$ cat config.mk
export PLATFORM = sky130hd
export DESIGN_NAME = seq_mag_compare
export DESIGN_NICKNAME = d
export VERILOG_FILES = /design/src/rtl/seq_mag_compare.sv
export SDC_FILE = /design/constraint.sdc
export NUM_CORES = 1
export LEC_CHECK = 0
export CAP_MARGIN = 20
export CORE_MARGIN = 2
export CORE_UTILIZATION = 25
export CTS_CLUSTER_SIZE = 24
export DETAILED_ROUTE_END_ITERATION = 7
export GPL_ROUTABILITY_DRIVEN = 0
export HOLD_SLACK_MARGIN = 0.1
export PLACE_DENSITY = 0.44
export SKIP_CTS_REPAIR_TIMING = 1
export SKIP_LAST_GASP = 1
export SYNTH_ARGS = -nofsm -noshare
export SYNTH_HDL_FRONTEND = slang
export SYNTH_SLANG_ARGS = --single-unit
$ cat constraint.sdc
create_clock -name clk -period 7.1 [get_ports clk]
set_input_delay 1.065 -clock clk [delete_from_list [all_inputs] [get_ports clk]]
set_output_delay 1.065 -clock clk [all_outputs]
set_load 0.01 [all_outputs]
$ cat src/rtl/seq_mag_compare.sv
// seq_mag_compare: multi-cycle magnitude comparator, SLICE bits per clock,
// MSB slice first with early termination. Supports unsigned or two's-complement
// operands and a cascade input from a less-significant stage.
//
// Ports:
//   clk                  clock, rising edge
//   rst                  synchronous active-high reset
//   start                request a comparison (accepted only when idle)
//   a, b                 operands, WIDTH bits, sampled on accepted start
//   signed_mode          1 = two's-complement compare, 0 = unsigned
//   i_agb, i_alb, i_aeb  cascade inputs, used when all slices are equal
//   busy                 high while a comparison is in flight or completing
//   done                 one-cycle pulse, result flags valid
//   agb, alb, aeb        registered result flags, held until the next result
module seq_mag_compare #(
  parameter int unsigned WIDTH = 16,
  parameter int unsigned SLICE = 4
) (
  input  logic             clk,
  input  logic             rst,
  input  logic             start,
  input  logic [WIDTH-1:0] a,
  input  logic [WIDTH-1:0] b,
  input  logic             signed_mode,
  input  logic             i_agb,
  input  logic             i_alb,
  input  logic             i_aeb,
  output logic             busy,
  output logic             done,
  output logic             agb,
  output logic             alb,
  output logic             aeb
);

  localparam int unsigned NSLICE = WIDTH / SLICE;
  localparam int unsigned IDX_W  = (NSLICE > 1) ? $clog2(NSLICE) : 1;
  localparam logic [IDX_W-1:0] IDX_TOP = IDX_W'(NSLICE - 1);

  // Reject operand widths that do not split into whole slices.
  generate
    if ((WIDTH % SLICE) != 0) begin : g_bad_slice
      $error("seq_mag_compare: WIDTH must be a multiple of SLICE");
    end
  endgenerate

  typedef enum logic [1:0] {
    IDLE = 2'd0,
    RUN  = 2'd1,
    DONE = 2'd2
  } state_e;

  state_e           state_q, state_d;
  logic [IDX_W-1:0] idx_q, idx_d;
  logic [WIDTH-1:0] a_q, a_d, b_q, b_d;
  logic             sm_q, sm_d;
  logic [2:0]       cas_q, cas_d;     // {agb, alb, aeb}
  logic [2:0]       flags_q, flags_d; // {agb, alb, aeb}
  logic             busy_q, busy_d;
  logic             done_q, done_d;

  logic [SLICE-1:0] sa_c, sb_c;

  // Cascade resolution when every slice compared equal, highest priority first.
  function automatic logic [2:0] resolve(input logic [2:0] c);
    if (c[0])                 return 3'b001;
    else if (c[2] && !c[1])   return 3'b100;
    else if (!c[2] && c[1])   return 3'b010;
    else if (c[2] && c[1])    return 3'b000;
    else                      return 3'b110;
  endfunction

  // Current slice; the top slice's MSB is flipped so signed order maps to unsigned.
  always_comb begin
    sa_c = a_q[idx_q*SLICE +: SLICE];
    sb_c = b_q[idx_q*SLICE +: SLICE];
    if (sm_q && (idx_q == IDX_TOP)) begin
      sa_c[SLICE-1] = ~sa_c[SLICE-1];
      sb_c[SLICE-1] = ~sb_c[SLICE-1];
    end
  end

  // Next-state and datapath updates.
  always_comb begin
    state_d = state_q;
    idx_d   = idx_q;
    a_d     = a_q;
    b_d     = b_q;
    sm_d    = sm_q;
    cas_d   = cas_q;
    flags_d = flags_q;
    unique case (state_q)
      IDLE: begin
        if (start) begin
          a_d     = a;
          b_d     = b;
          sm_d    = signed_mode;
          cas_d   = {i_agb, i_alb, i_aeb};
          idx_d   = IDX_TOP;
          state_d = RUN;
        end
      end
      RUN: begin
        if (sa_c > sb_c) begin
          flags_d = 3'b100;
          state_d = DONE;
        end else if (sa_c < sb_c) begin
          flags_d = 3'b010;
          state_d = DONE;
        end else if (idx_q != '0) begin
          idx_d = idx_q - IDX_W'(1);
        end else begin
          flags_d = resolve(cas_q);
          state_d = DONE;
        end
      end
      DONE: begin
        state_d = IDLE;
      end
      default: begin
        state_d = IDLE;
      end
    endcase
    busy_d = (state_d != IDLE);
    done_d = (state_d == DONE);
  end

  // State and output registers.
  always_ff @(posedge clk) begin
    if (rst) begin
      state_q <= IDLE;
      idx_q   <= '0;
      a_q     <= '0;
      b_q     <= '0;
      sm_q    <= 1'b0;
      cas_q   <= '0;
      flags_q <= '0;
      busy_q  <= 1'b0;
      done_q  <= 1'b0;
    end else begin
      state_q <= state_d;
      idx_q   <= idx_d;
      a_q     <= a_d;
      b_q     <= b_d;
      sm_q    <= sm_d;
      cas_q   <= cas_d;
      flags_q <= flags_d;
      busy_q  <= busy_d;
      done_q  <= done_d;
    end
  end

  assign busy = busy_q;
  assign done = done_q;
  assign agb  = flags_q[2];
  assign alb  = flags_q[1];
  assign aeb  = flags_q[0];

endmodule

==> results of run 1 <==
==> cell usage in the layout, fill, tap and decap left out, types with 2 or more instances in the layout <==
cell / instances
nand2_1: 75
ha_1: 6
clkinv_2: 2
a21oi_1: 38
a211oi_1: 4
nand4_1: 2
mux4_2: 8
buf_4: 3
a311oi_1: 2
inv_1: 6
nand3_1: 2
a31oi_1: 2
clkdlybuf4s50_1: 43
clkbuf_8: 5
nor2_1: 6
dfxtp_1: 45
o211ai_1: 2
==> tightest hold or removal path, cell delays in order, from the launching register on <==
cell and delay, ns:
dfxtp_1 0.31, nand2_1 0.05, a21oi_1 0.05
==> synth_stat cells (2+ instances only) <==
| cell | count | area, um2 |
|---|---|---|
| nand2_1 | 75 | 282 |
| a21oi_1 | 38 | 190 |
| clkbuf_1 | 12 | 45.0 |
| inv_1 | 6 | 22.5 |
| o211ai_1 | 2 | 15.0 |
| nand4_1 | 2 | 12.5 |
| nor2_1 | 6 | 22.5 |
| a211oi_1 | 4 | 30.0 |
| ha_1 | 6 | 75.1 |
| a31oi_1 | 2 | 12.5 |
| nand3_1 | 2 | 10.0 |
| dfxtp_1 | 45 | 901 |
| mux4_2 | 8 | 180 |
| buf_2 | 2 | 10.0 |
| a311oi_1 | 2 | 17.5 |
==> worst max path at each step <==
stage | from | to | slack [ns] | cells after the start
after floorplan | idx_q[1] | idx_q[0] | 4.41 | 9
after global placement | idx_q[0] | idx_q[0] | 4.23 | 7
after detailed placement | idx_q[0] | idx_q[1] | 4.18 | 7
after CTS | idx_q[0] | idx_q[1] | 4.15 | 7
after global routing | idx_q[0] | idx_q[0] | 4.02 | 7
final | idx_q[0] | idx_q[1] | 4.21 | 7
==> metrics by stage <==
step	setup WS (ns)	cell area (um2)	cells	hold WS, ns
6_report	4.21	2540	366	0.454
5_1_grt	4.02	2540	366	0.474
4_1_cts	4.15	2540	366	0.458
3_5_place_dp	4.18	2460	358	0.446
3_3_place_gp	4.23	2460	358	0.443
2_1_floorplan	4.41	1950	226	0.433
==> kinds of logic after synthesis <==
logic type | share of synthesized area, %
buf+inv | 4.76
compound gates | 14.7
fa+ha+maj | 3.86
flops | 46.3
mux | 9.25
xor+xnor | 0.900
simple gates | 20.3
==> cell type report <==
type / count / share of cell area (%)
clock inverters: 2 / 0.394
repair buffers: 46 / 17.8
flip-flops and latches: 45 / 35.5
well taps: 102 / 5.02
multi-input cells: 159 / 37.5
clock buffers: 6 / 2.86
inverters: 6 / 0.887
==> metal layers <==
metal	global-route usage (%)	part of all wire [%]	wire, um	vias to the layer above
li1	-	-	-	839
met1	16.0	49	2270	750
met2	17.0	45	2070	32
met3	2.71	4.0	183	8
met4	4.48	1.7	76	0
met5	0	0	0	-
==> flip-flops by register name (all words and copies together), names as in the netlist <==
name	flops
state_q	2
done	1
cas_q	3
idx_q	2
busy	1
sm_q	1
b_q	16
flags_q	3
a_q	16
==> power breakdown <==
group	switching, mW	internal (mW)	leakage, nW
Combinational	0.0647	0.0667	0.504
Sequential	0.0168	0.273	0.370
Clock	0.0829	0.0682	0.0450
Total	0.164	0.408	0.919
==> impl_metrics.ini, run 1 <==
[run_status]
outcome = completed

[synthesis]
synthCells = 226
avgSynthCellArea_um2 = 8.61
yosysWarningCount = 0
ys_seq_elements = 45
seq_area_frac_synth_pct = 46.3
synth_edf_count = 0
dominantRegCellSynth = dfxtp_1
syn_area_mm2 = 0.00195
ys_types = 29
async_reset_ff_share_pct = 0
synthesis.nets = 271

[critical_path]
cp_cell_sequence = mux4_2, xor2_1, ha_1, nand2_1, or4b_4, and3_4, a211oi_1
arrival_ns = 3.10
rr_worst_depth = 7
cp_slowest_cell = dfxtp_1
path_class = reg -> reg
critPathBufInv = 0
path_max_fanout = 12
start_kind = flop
reg2reg_from = idx_q[0]
setup.worst_path.end_class = flop
cp_slowest_stage_delay_ns = 0.70
critical_path.top_delay_family = simple AND/OR/NAND/NOR gates
reg2reg_slack_ns = 4.21
cp.required_ns = 7.31
reg2reg_to = idx_q[1]

[clock_tree]
cts_root_buf = clkbuf_8
clkLatencyLatePin_ns = 0.30
clkSinkCount = 45
numCtsBuffers = 5
cts_max_level = 2
clockBufferDepth = 2
cts.clk_slew.worst_paths_ns = 0.08
cts_tree = yes

[hold_path]
hp-start = b_q[9]
holdPathStages = 2
hold_path.class = reg -> reg
hold-path-endpoint = b_q[9]

[route]
vias_per_cell = 4.45
ant_nets = 0
wl_per_cell_um = 12.6
routed_wl_um = 4600
firstDrtPassIters = 4
vias = 1629
drtIter0Drc = 77
drc = 0

[sta]
layout_worst_path_cycle_share_pct = 40.7
setup_viol = 0
period_needed_ns = 2.89
setup_tns_ns = 0
rsz0062_at_grt = false
max_slew_margin_pct = 60.5
finalHoldViolCount = 0
clock_skew_ns = 0.00718
worst_pin_slew_ns = 0.592
slew_viol_final = 0
max_freq_mhz = 346

[global_route]
gr-usage-all-layers_pct = 11.4
grt_pass1_vias = 1532
antenna_found_initial = 0
overflow = 0
grt_pass1_wl_um = 7620
grt_max_degree = 46

[die]
row_count = 32
die_x_um = 92.2
ioPinCount = 44
initial_core_util_pct = 25.5
dieArea_mm2 = 0.00851
die_h_um = 92.2
core_area_mm2 = 0.00765

[flow_run]
drv_cap = 0

[finish]
syn_to_final_growth_pct = 30.5
final_util_pct = 33.2
multiInputGateArea_um2 = 953
fin_nets = 308
register_area_um2 = 901
n_antenna_cell = 0
drive_above_1_share_pct = 7.95
nFillCells = 807

[placement]
numPortBuffers = 43
dpl.hpwl_um = 3160

[power_and_ir_drop]
p_per_area_mw_per_mm2 = 225
ir_worst_vdd_uv = 76.2
cellLeakagePower_nw = 0.919
power.total_mw = 0.573
Power figures use the tool's default switching activity.
==> run 2, diff against run 1 <==
- PLACE_DENSITY: 0.44 -> 0.45
- clock period: 7.1 -> 2.3 ns (I/O delays scaled with it)
==> impl_metrics.ini, run 2 (synthesis results as in run 1) <==
[run_status]
outcome = complete, but fails checks
violations = setup timing

[clock_tree]
cts.clk_slew.worst_paths_ns = 0.08
cts_tree = yes
numCtsBuffers = 5
clkLatencyLatePin_ns = 0.29
cts_max_level = 2
cts_root_buf = clkbuf_8
clkSinkCount = 45
clockBufferDepth = 2

[die]
initial_core_util_pct = 25.5
ioPinCount = 44
dieArea_mm2 = 0.00851
core_area_mm2 = 0.00765
die_x_um = 92.2
row_count = 32
die_h_um = 92.2

[global_route]
grt_pass1_vias = 1638
grt_max_degree = 46
gr-usage-all-layers_pct = 10.9
antenna_found_initial = 0
grt_pass1_wl_um = 7410
overflow = 0

[route]
drc = 0
wl_per_cell_um = 11.8
firstDrtPassIters = 5
routed_wl_um = 4460
vias_per_cell = 4.33
drtIter0Drc = 49
vias = 1638
ant_nets = 0

[sta]
layout_worst_path_cycle_share_pct = 105
hold_ws_ns = 0.459
setup_ws_ns = -0.121
setup_viol = 5
rsz0062_at_grt = true
clock_skew_ns = 0.00382
setup_tns_ns = -0.331
finalHoldViolCount = 0
worst_pin_slew_ns = 0.390
period_needed_ns = 2.42
slew_viol_final = 0
max_freq_mhz = 413
max_slew_margin_pct = 74.0

[placement]
dpl.hpwl_um = 3220
numPortBuffers = 43

[critical_path]
path_class = reg -> reg
cp_cell_sequence = mux4_2, xnor2_1, ha_1, nand2_1, or4b_4, and3_4, a211oi_2
setup.worst_path.end_class = flop
rr_worst_depth = 7
path_max_fanout = 8
arrival_ns = 2.64
cp.depth = 7
critical_path.top_delay_family = simple AND/OR/NAND/NOR gates
critPathBufInv = 0
cp.required_ns = 2.52
cp_slowest_stage_delay_ns = 0.53
start_kind = flop
cp_slowest_cell = or4b_4

[finish]
fin_nets = 320
final_cell_mix = nand2_1, dfxtp_1, clkdlybuf4s50_1, a21oi_1, buf_4
n_antenna_cell = 0
syn_to_final_growth_pct = 38.8
reg.largest.list = a_q x16, b_q x16
final_util_pct = 35.3
layout_commonest_cell = nand2_1
drive_above_1_share_pct = 15.2

[power_and_ir_drop]
clockPowerShare_pct = 28.0
p_sw_mw = 0.538
power.total_mw = 1.92
p_comb_share_pct = 25.9
cellLeakagePower_nw = 0.999
internal_power_mw = 1.38
swShare_pct = 28.0
pwr-share-seq_pct = 46.1
ir_worst_vdd_uv = 222
p_per_area_mw_per_mm2 = 710

[hold_path]
holdPathStages = 2
hold_path.class = reg -> reg

[flow_run]
drv_cap = 0
run 2: worst min-delay path, stage by stage (launching register included):
cell	delay [ns]
dfxtp_1	0.32
nand2_1	0.05
a21oi_1	0.05
run 2: cell type report:
class / instances / area (um2)
Fill cell: 813 / 4940
Multi-Input combinational cell: 159 / 986
Sequential cell: 45 / 906
Timing Repair Buffer: 58 / 559
Tap cell: 102 / 128
Clock buffer: 7 / 96.3
Inverter: 6 / 22.5
Clock inverter: 1 / 5.00
run 2: metal layers:
layer	GRT usage [%]	up-vias	part of all wire, %
met5	0	-	0
met4	2.61	0	1.1
met3	3.70	5	4.1
met2	18.8	28	48
met1	13.2	740	46
li1	-	865	-
run 2: worst paths after layout:
kind | to | slack, ns | startpoint
setup reg to reg | idx_q[0] | -0.12 | idx_q[0]
hold reg to reg | b_q[13] | 0.46 | b_q[13]
setup / recovery | idx_q[0] | -0.12 | idx_q[0]
hold / removal | b_q[13] | 0.46 | b_q[13]
run 2: through the flow:
stage               std cells  worst slack, ns  instance area [um2]
finish                    378           -0.121                 2700
global route              378           -0.226                 2700
CTS                       378           -0.207                 2690
detailed placement        370           -0.189                 2590
global placement          370           -0.159                 2590
floorplan                 226           -0.199                 1980
run 2: power groups by stage:
stage | logic, mW | registers, mW | clock network [mW]
final | 0.497 | 0.885 | 0.537
after global routing | 0.554 | 0.896 | 0.582
after CTS | 0.495 | 0.888 | 0.550
after detailed placement | 0.494 | 0.906 | 0
after global placement | 0.488 | 0.907 | 0
after floorplan | 0.308 | 0.890 | 0
==> run 3, diff against run 2 <==
- CTS_BUF_LIST: not set -> sky130_fd_sc_hd__clkbuf_8
- GPL_ROUTABILITY_DRIVEN: 0 -> not set
- PLACE_DENSITY: 0.45 -> 0.44
- clock period: 2.3 -> 2.7 ns (I/O delays scaled with it)
==> impl_metrics.ini, run 3 (synthesis results as in run 1) <==
[power_and_ir_drop]
pwr-share-seq_pct = 45.3
cellLeakagePower_nw = 0.972
p_comb_share_pct = 22.7
internal_power_mw = 1.21
clockPowerShare_pct = 32.0
p_sw_mw = 0.451
ir_worst_vdd_uv = 233
swShare_pct = 27.1
p_per_area_mw_per_mm2 = 629

[clock_tree]
cts_max_level = 2
cts_tree = yes
numCtsBuffers = 5
cts.clk_slew.worst_paths_ns = 0.09
clockBufferDepth = 2
clkSinkCount = 45
clkLatencyLatePin_ns = 0.29
cts_root_buf = clkbuf_8

[finish]
stdcell_count = 373
reg.largest.list = a_q x16, b_q x16
final_util_pct = 34.6
syn_to_final_growth_pct = 36.0
final_cell_mix = nand2_1, dfxtp_1, clkdlybuf4s50_1, a21oi_1, buf_4
n_antenna_cell = 0
fin_nets = 315
drive_above_1_share_pct = 11.8
layout_commonest_cell = nand2_1
nFillCells = 820

[route]
vias_per_cell = 4.49
drc = 0
ant_nets = 0
firstDrtPassIters = 4
wl_per_cell_um = 12.5
vias = 1673
routed_wl_um = 4670
drtIter0Drc = 65

[critical_path]
reg2reg_from = idx_q[0]
setup.worst_path.end_class = flop
arrival_ns = 2.74
start_kind = flop
path_max_fanout = 8
cp.required_ns = 2.85
path_class = reg -> reg
crit_path_start = idx_q[0]

[global_route]
grt.met1_usage_pct = 15.6
grt_pass1_wl_um = 7900
grt_pass1_vias = 1616
grt_max_degree = 30
met3_usage_pct = 3.12
gr-usage-all-layers_pct = 11.8
overflow = 0
busiest_layer = met2
gr-usage-met2_pct = 18.7
antenna_found_initial = 0

[die]
initial_core_util_pct = 25.5
core_area_mm2 = 0.00765
dieArea_mm2 = 0.00851
die_h_um = 92.2
die_x_um = 92.2
ioPinCount = 44
row_count = 32

[hold_path]
hp-start = a_q[2]
hold_path.class = reg -> reg

[sta]
setup_viol = 0
rsz0062_at_grt = true
layout_worst_path_cycle_share_pct = 95.9
worst_pin_slew_ns = 0.688
max_freq_mhz = 386
period_needed_ns = 2.59
setup_tns_ns = 0
finalHoldViolCount = 0
slew_viol_final = 0
max_slew_margin_pct = 54.0
clock_skew_ns = 0.00574

[placement]
gp_congestion = 0.806
numPortBuffers = 43
dpl.hpwl_um = 3450
dp_cells = 365

[flow_run]
drv_cap = 0

[run_status]
outcome = completed
run 3: final cells by class:
cell class                      instances  area, um2  area share [%]
Inverter                                6       22.5           0.851
Clock buffer                            6       82.6            3.12
Timing Repair Buffer                   53        518            19.6
Clock inverter                          2       37.5            1.42
Multi-Input combinational cell        159        956            36.1
Tap cell                              102        128            4.82
Sequential cell                        45        903            34.1
run 3: path summary, 6_finish.rpt:
kind / end / slack (ns) / cells after the start
setup / recovery: idx_q[1] / 0.11 / 7
hold / removal: a_q[2] / 0.46 / 2
setup reg to reg: idx_q[1] / 0.11 / 7
hold reg to reg: a_q[2] / 0.46 / 2
run 3: power by group through the flow:
stage               clock [mW]  combinational, mW  sequential, mW
floorplan                    0              0.246           0.757
global placement             0              0.376           0.771
detailed placement           0              0.379           0.771
CTS                      0.546              0.382           0.756
global route             0.578              0.425           0.765
finish                   0.533              0.377           0.755
run 3: routing by layer:
| metal | vias to the layer above | routed length (um) |
|---|---|---|
| met5 | - | 0 |
| met4 | 0 | 45 |
| met3 | 5 | 228 |
| met2 | 42 | 2150 |
| met1 | 770 | 2240 |
| li1 | 856 | - |
run 3: through the flow:
step	power, mW	instance area, um2	hold WS (ns)	worst slack (ns)
2_1_floorplan	1.00	1950	0.433	0.0114
3_3_place_gp	1.15	2520	0.442	0.0528
3_5_place_dp	1.15	2520	0.448	0.0313
4_1_cts	1.68	2640	0.461	0.000442
5_1_grt	1.77	2650	0.483	-0.0259
6_report	1.67	2650	0.457	0.111
run 3: critical path: stages, from the launching register on:
cell and delay (ns):
dfxtp_2 0.42, mux4_2 0.52, xor2_1 0.16, ha_1 0.31, nand2_1 0.09, or4b_4 0.52
a311oi_1 0.34, a211oi_1 0.09
